<file path="config.mk">
export PLATFORM = sky130hd
export DESIGN_NAME = imem_loader
export DESIGN_NICKNAME = d
export VERILOG_FILES = /design/src/rtl/imem_loader_pkg.sv /design/src/rtl/word_assembler.sv /design/src/rtl/imem_loader.sv
export SDC_FILE = /design/constraint.sdc
export NUM_CORES = 1
export LEC_CHECK = 0
export CORE_MARGIN = 3
export CORE_UTILIZATION = 57
export DETAILED_ROUTE_END_ITERATION = 8
export DONT_BUFFER_PORTS = 1
export PLACE_DENSITY = 0.75
export SKIP_LAST_GASP = 1
export SYNTH_ARGS = -nofsm -noshare
export SYNTH_HDL_FRONTEND = slang
export SYNTH_SLANG_ARGS = --single-unit
</file>
<file path="constraint.sdc">
create_clock -name clk -period 1.77 [get_ports clk]
set_input_delay 0.0885 -clock clk [delete_from_list [all_inputs] [get_ports clk]]
set_output_delay 0.0885 -clock clk [all_outputs]
set_load 0.005 [all_outputs]
</file>
<file path="src/rtl/imem_loader_pkg.sv">
// Shared types and constants for the imem byte-stream loader.
package imem_loader_pkg;

  localparam int BYTE_W = 8;

  // Header values of 0 or above this word count load exactly this many words.
  localparam int HDR_CLAMP = 64;

  typedef enum logic [2:0] {
    IDLE,
    HDR,
    DATA,
    CHK,
    DONE
  } state_t;

endpackage

</file>
<file path="src/rtl/word_assembler.sv">
// Packs little-endian bytes into an N-bit word; word_vld pulses the cycle after the last byte lands.
// No backpressure of its own: the parent gates byte_vld.
module word_assembler
  import imem_loader_pkg::*;
#(
  parameter int N = 32
) (
  input  logic              clk,
  input  logic              reset,
  input  logic              clear,
  input  logic              byte_vld,
  input  logic [BYTE_W-1:0] byte_dat,
  output logic              word_vld,
  output logic [N-1:0]      word_dat
);

  localparam int LANES = N / BYTE_W;
  localparam int CW    = (LANES > 1) ? $clog2(LANES) : 1;
  localparam logic [CW-1:0] LAST_LANE = CW'(LANES - 1);

  logic [CW-1:0] lane;

  always_ff @(posedge clk or negedge reset) begin
    if (!reset) begin
      lane     <= '0;
      word_vld <= 1'b0;
      word_dat <= '0;
    end else if (clear) begin
      lane     <= '0;
      word_vld <= 1'b0;
      word_dat <= '0;
    end else begin
      word_vld <= 1'b0;
      if (byte_vld) begin
        word_dat[lane*BYTE_W +: BYTE_W] <= byte_dat;
        if (lane == LAST_LANE) begin
          lane     <= '0;
          word_vld <= 1'b1;
        end else begin
          lane <= lane + 1'b1;
        end
      end
    end
  end

endmodule

</file>
<file path="src/rtl/imem_loader.sv">
// Loads imem from a header+data byte stream, holding the core in reset; write lands one cycle after a word's last byte,
// in_ready drops during that write cycle. Optional trailing XOR checksum enabled by LOADER_CHECKSUM_EN.
module imem_loader
  import imem_loader_pkg::*;
#(
  parameter int N      = 32,
  parameter int ADDR_W = $clog2(HDR_CLAMP)
) (
  input  logic              clk,
  input  logic              reset,
  input  logic              start,
  input  logic              in_valid,
  input  logic [BYTE_W-1:0] in_data,
  output logic              in_ready,
  output logic              we,
  output logic [ADDR_W-1:0] waddr,
  output logic [N-1:0]      wdata,
  output logic              cpu_hold,
  output logic              busy,
  output logic              done
`ifdef LOADER_CHECKSUM_EN
  ,
  output logic              err
`endif
);

  localparam int DEPTH = 2 ** ADDR_W;

  state_t          state;
  logic [ADDR_W:0] addr_cnt;
  logic [8:0]      total;
  logic [8:0]      seen;
  logic            word_vld;
  logic [N-1:0]    word_dat;
  logic            xfer;
  logic            start_ok;

  assign xfer     = in_valid && in_ready;
  assign start_ok = start && ((state == IDLE) || (state == DONE));

  word_assembler #(.N(N)) u_asm (
    .clk      (clk),
    .reset    (reset),
    .clear    (start_ok),
    .byte_vld (xfer && (state == DATA)),
    .byte_dat (in_data),
    .word_vld (word_vld),
    .word_dat (word_dat)
  );

  // Words past the imem depth still occupy a write slot but never assert we.
  assign we       = word_vld && !addr_cnt[ADDR_W];
  assign waddr    = addr_cnt[ADDR_W-1:0];
  assign wdata    = word_dat;
  assign in_ready = (state == HDR) || (state == CHK) || ((state == DATA) && !word_vld);
  assign busy     = (state == HDR) || (state == DATA) || (state == CHK);
  assign done     = (state == DONE);

`ifdef LOADER_CHECKSUM_EN
  logic [BYTE_W-1:0] csum;
  assign cpu_hold = !((state == DONE) && !err);
`else
  assign cpu_hold = (state != DONE);
`endif

  always_ff @(posedge clk or negedge reset) begin
    if (!reset) begin
      state    <= IDLE;
      addr_cnt <= '0;
      total    <= '0;
      seen     <= '0;
`ifdef LOADER_CHECKSUM_EN
      csum     <= '0;
      err      <= 1'b0;
`endif
    end else begin
      case (state)
        IDLE, DONE: begin
          if (start) begin
            state    <= HDR;
            addr_cnt <= '0;
            seen     <= '0;
`ifdef LOADER_CHECKSUM_EN
            err      <= 1'b0;
`endif
          end
        end
        HDR: begin
          if (xfer) begin
            total <= (in_data == '0) ? 9'(DEPTH) : {1'b0, in_data};
            state <= DATA;
`ifdef LOADER_CHECKSUM_EN
            csum  <= in_data;
`endif
          end
        end
        DATA: begin
`ifdef LOADER_CHECKSUM_EN
          if (xfer) csum <= csum ^ in_data;
`endif
          if (word_vld) begin
            if (we) addr_cnt <= addr_cnt + 1'b1;
            seen <= seen + 9'd1;
            if (seen == total - 9'd1) begin
`ifdef LOADER_CHECKSUM_EN
              state <= CHK;
`else
              state <= DONE;
`endif
            end
          end
        end
`ifdef LOADER_CHECKSUM_EN
        CHK: begin
          if (xfer) begin
            err   <= (in_data != csum);
            state <= DONE;
          end
        end
`endif
        default: state <= IDLE;
      endcase
    end
  end

endmodule

</file>
; ---- Yosys cells after proc, flatten, opt, wreduce, memory -nomap -nowiden
; Cells that the tools add are included.
[classes]
n_addsub = 5
n_eq_ne = 12
shifts = 2
muxes = 22
n_reduce_logical = 21
[op_table]
columns = operator, n
row1 = $mux 32, 2
row2 = $neg 5->34, 1
row3 = $shift 8x34->32 const A, 1
row4 = $shiftx 8x34->32, 1
row5 = $bwmux 32, 1
row6 = $mux 7, 3
row7 = $mux 9, 2
row8 = $pmux 9 s2, 1
row9 = $pmux 7 s2, 1
row10 = $mux 3, 4
row11 = $add 9x1->9 const B, 1
row12 = $eq 9x9->1, 1
row13 = $pmux 3 s3, 1
row14 = $sub 9x1->9 const B, 1
row15 = $logic_not 8->1, 1
row16 = $mux 8, 1
row17 = $reduce_and 4->1, 2
row18 = $add 7x1->7 const B, 1
row19 = $eq 3x2->1 const B, 2
row20 = $mux 2, 3
row21 = $ne 2x2->1 const B, 3
row22 = $logic_and 1x1->1, 5
row23 = $logic_or 1x1->1, 5
row24 = $ne 2x1->1 const B, 2
row25 = 12 further kinds, 16
[word_totals]
reg_bits = 63
in_bits = 12
out_inout_bits = 43

; ---- Longest topological paths before layout
[depth]
depth_word = 7
mapped_depth = 8
mapped_depth_nobuf = 7

; ---- Modules after synthesis
; A second synthesis with hierarchy kept.
[hier_totals]
cells_unflattened = 303
hier_area_um2 = 3185.6
[modules_own_cells]
columns = module, n_inst, cells_per_inst, area_per_inst_um2, seq_area_each_um2
row1 = imem_loader, 1, 187, 1680.4, 675.6
row2 = word_assembler, 1, 116, 1505.2, 875.8

; ---- Worst setup path after synthesis
; OpenSTA, ideal clock, no wires.
[synth_path]
kind = reg2reg
startpoint = reg total[0]
endpoint = reg state[1]
arrival_ns = 1.606
required_time_ns = 1.649
slack_ns = 0.043
path_stages_with_launch = 8
path_buffers = 0
path_cell_list = dfrtp_1 > inv_1 > ha_1 > nor4b_2 > a21oi_1 > nor4b_1 > o21ai_1 > o22a_1
[synth_via]
elab_chain_len = 4
[synth_rtl]
columns = item, line_no
row1 = from (decl), imem_loader.sv:31  ; logic [8:0] total;
row2 = from (signal assigned), imem_loader.sv:90  ; total <= (in_data == '0) ? 9'(DEPTH) : {1'b0, in_data};
row3 = $sub 9x1->9, imem_loader.sv:104  ; if (seen == total - 9'd1) begin
row4 = $eq 9x9->1, imem_loader.sv:104
row5 = $ne 2x1->1 (no source line), --
row6 = $reduce_and 4->1 (no source line), --
row7 = to (signal assigned), imem_loader.sv:91  ; state <= DATA;
row8 = to (signal assigned), imem_loader.sv:108  ; state <= DONE;
row9 = to (signal assigned), imem_loader.sv:121  ; default: state <= IDLE;
row10 = to (decl), imem_loader.sv:29  ; state_t state;
; No other way between the ends.
; A chain may end at the register's enable or synchronous reset.

; ---- Final worst setup path
[layout_path]
startpoint = reg state[1]
endpoint = reg seen[5]
[layout_via]
elab_chain_len = 4
[layout_rtl]
columns = item, line_no
row1 = from (signal assigned), imem_loader.sv:68  ; state <= IDLE;
row2 = from (signal assigned), imem_loader.sv:80  ; state <= HDR;
row3 = from (signal assigned), imem_loader.sv:91
row4 = $eq 3x3->1 or $logic_not 3->1 (tied branches), imem_loader.sv:77  ; case (state)
row5 = $reduce_or 2->1, imem_loader.sv:77
row6 = $ne 2x2->1 (no source line) or $reduce_bool 2->1 (tied branches), --
row7 = $reduce_and 3->1 (no source line), --
row8 = to (signal assigned), imem_loader.sv:103  ; seen <= seen + 9'd1;
row9 = to (decl), imem_loader.sv:32  ; logic [8:0] seen;
; Parallel ways exist; a longest one is shown, timed or not.

==> impl_metrics.tcl <==
set metrics [dict create \
    track_usage_pct 24.2 \
    ant_nets 0 \
    synthTopCellsByArea "dfrtp_1 51%, a22o_1 9.2%, ha_1 3.7%, nor2_1 3.3%, xor2_1 2.9%" \
    fin_nets 318 \
    synth_common_cells "62 x dfrtp_1, 32 x a22o_1, 27 x nor2_1" \
    p_int_mw 3.05 \
    dp_hpwl_um 4580 \
    grt_pass1_vias 2190 \
    required_ps 1990 \
    ys_types 46 \
    skew_ps 11.3 \
    fillCellCount 374 \
    ys_seq_elements 62 \
    tightestPinTransition_ps 424 \
    switchingPower_mw 1.63 \
    critPathLaunchType "register" \
    cts_tree "yes" \
    antenna_found_initial 0 \
    grt_pass1_wl_um 11400 \
    netlist_area_um2 3050 \
    vias 2207 \
    first_iter_violations 174 \
    drc 0 \
    drt_wl_total_um 6860 \
    io_buffers 0 \
    grt_max_degree 63 \
    clock.fmax_mhz 583 \
    vias_per_cell 5.98 \
    cts_buffer_depth 2 \
    drive_above_1_share_pct 22.2 \
    avgSynthCellArea_um2 11.3 \
    outcome "complete, no violations" \
    crit_type "register to register" \
    yosys.area.top_type_share_pct 50.9 \
    ys.flop_type "dfrtp_1" \
    syn_inst 271 \
    h-tree-depth 3 \
    stdcell_area_um2 3590 \
    end_kind "register" \
    report.final.hold_viol_count 0 \
    wl_met2_um 3370 \
    die_y_um 79.1 \
    dieArea_um2 6260 \
    seqPwrFrac_pct 38.8 \
    wl_met3_um 458 \
    relSlewSlack_pct 71.7 \
    maxCapViolations 0 \
    drt-met1-wl_um 2950 \
    antennaDiodeCount 0 \
    min-delay-start "start" \
    synthArstFlopShare_pct 100 \
    p_sw_share_pct 34.9 \
    finalSetupViolCount 0 \
    p_comb_share_pct 35.5 \
    crit_fanout 8 \
    areaGrowthSynthToFinish_pct 17.9 \
    hp-class "primary input to register" \
    critPathLaunch "state[1]" \
    yosys.area.top_type "dfrtp_1" \
    io_pins 55 \
    dp_cells 339 \
    cp.arrival_ps 1940 \
    core_area_um2 4940 \
    setup_ws_ps 54.5 \
    synth_most_common_cell "dfrtp_1" \
    p_leak_nw 1.68 \
    r2r_start "state[1]" \
    topRoutingLayerUsed "met4" \
    irDropWorstVdd_v 0.000775 \
    finalCriticalPeriod_ps 1720 \
    clk_latency_ps 340 \
    power.share.clock_pct 25.7 \
    start_util_pct 61.7 \
    gp_congestion 0.881 \
    num_rows 25 \
    yosys_warnings 0 \
    wl_per_cell_um 18.6 \
    path_clk_slew_ps 70 \
    cts_buffers 9 \
    ys_seq_area_share_pct 50.9 \
    final_util_pct 72.7 \
    overflow 0 \
    drv_slew 0 \
    pre_cts_ws_ps -59.8 \
    fp.dieW_um 79.1 \
    ctsRootBufferMaster "clkbuf_8" \
    synth_edf_count 0 \
    clkSinkCount 62 \
    dr.pass1.iters 4 \
    synth_nets 292 \
    placed_area_um2 3150 \
    fin_cells 369 \
    min_period_over_period_pct 96.9 \
    powerDensity_nw_per_um2 1300 \
]
[state kept, by name, summed over array words and instances (netlist names)]
name / cells
total: 8
addr_cnt: 7
state: 3
u_asm.word_dat: 32
u_asm.word_vld: 1
u_asm.lane: 2
seen: 9
[worst max-delay path, stage by stage, from the launching register on]
cell       delay, ps
dfrtp_1          370
buf_4            170
nand2b_4         170
a2111oi_4        460
nand3_2          170
xnor2_2          210
nor2_1            50
[cell usage in the layout, fill, tap and decap left out, types with 3 or more instances in the layout]
cell type	count
a21oi_2	4
nor2_1	26
and4_2	3
a21oi_1	12
mux2_2	4
clkinv_2	3
nand2_1	10
ha_1	8
nor3_1	5
and3_1	5
inv_1	11
dlygate4sd3_1	12
nand3_1	3
o21ai_0	6
dfrtp_1	62
xor2_1	10
buf_4	17
a22o_1	32
clkbuf_8	9
xnor2_1	6
nand4_1	5
[timing repair]
action,4_1_cts,5_1_grt
buffers inserted,0,1
endpoints found under the setup margin,3,36
endpoints found under the hold margin,103,0
hold buffers,13,0
gates resized for setup,6,20
pin swaps,0,5
[final timing paths]
path,endpoint,slack (ps),cells after the start
worst max-delay path,seen[5],50,6
worst min-delay path,state[2],40,4
worst max register to register,seen[5],50,6
worst min register to register,addr_cnt[0],530,1
max in group asynchronous,u_asm.lane[0],1200,2
min in group asynchronous,u_asm.word_dat[9],320,2
[per-layer routing]
metal  global-route usage, %  vias up
li1                        -     1027
met1                    32.9     1103
met2                    36.9       69
met3                    7.37        8
met4                    8.42        0
met5                       0        -
[power groups by stage]
stage	clock, mW	sequential, mW	combinational (mW)
2_1_floorplan	0	1.83	0.972
3_3_place_gp	0	1.84	1.37
3_5_place_dp	0	1.84	1.42
4_1_cts	1.21	1.82	1.58
5_1_grt	1.30	1.86	1.85
6_report	1.20	1.82	1.66
[cell families after synthesis]
| kind of cell | after synthesis | synth area share [%] |
|---|---|---|
| AO/OA/AOI/OAI | 63 | 15.7 |
| XOR/XNOR | 18 | 5.62 |
| adder cells (fa/ha/maj) | 9 | 3.69 |
| buffers and inverters | 30 | 5.74 |
| flip-flops | 62 | 50.9 |
| multiplexers | 6 | 2.13 |
| AND/OR/NAND/NOR | 83 | 16.2 |
[layout make-up]
type | instances | area [um^2] | area share (%)
Timing Repair Buffer | 32 | 307 | 8.53
Multi-Input combinational cell | 179 | 1420 | 39.4
Clock inverter | 6 | 61.3 | 1.71
Clock buffer | 10 | 128 | 3.55
Inverter | 13 | 48.8 | 1.36
Tap cell | 67 | 83.8 | 2.33
Sequential cell | 62 | 1550 | 43.2
[per-stage QoR]
step	hold slack [ps]	setup TNS, ps	power, mW
6_report	36.1	0	4.68
2_1_floorplan	-207	0	2.80
4_1_cts	5.52	-8.12	4.61
3_5_place_dp	-206	-59.8	3.27
5_1_grt	26.5	-44.1	5.00
3_3_place_gp	-206	0	3.21
(Power assumes the default switching activity.)
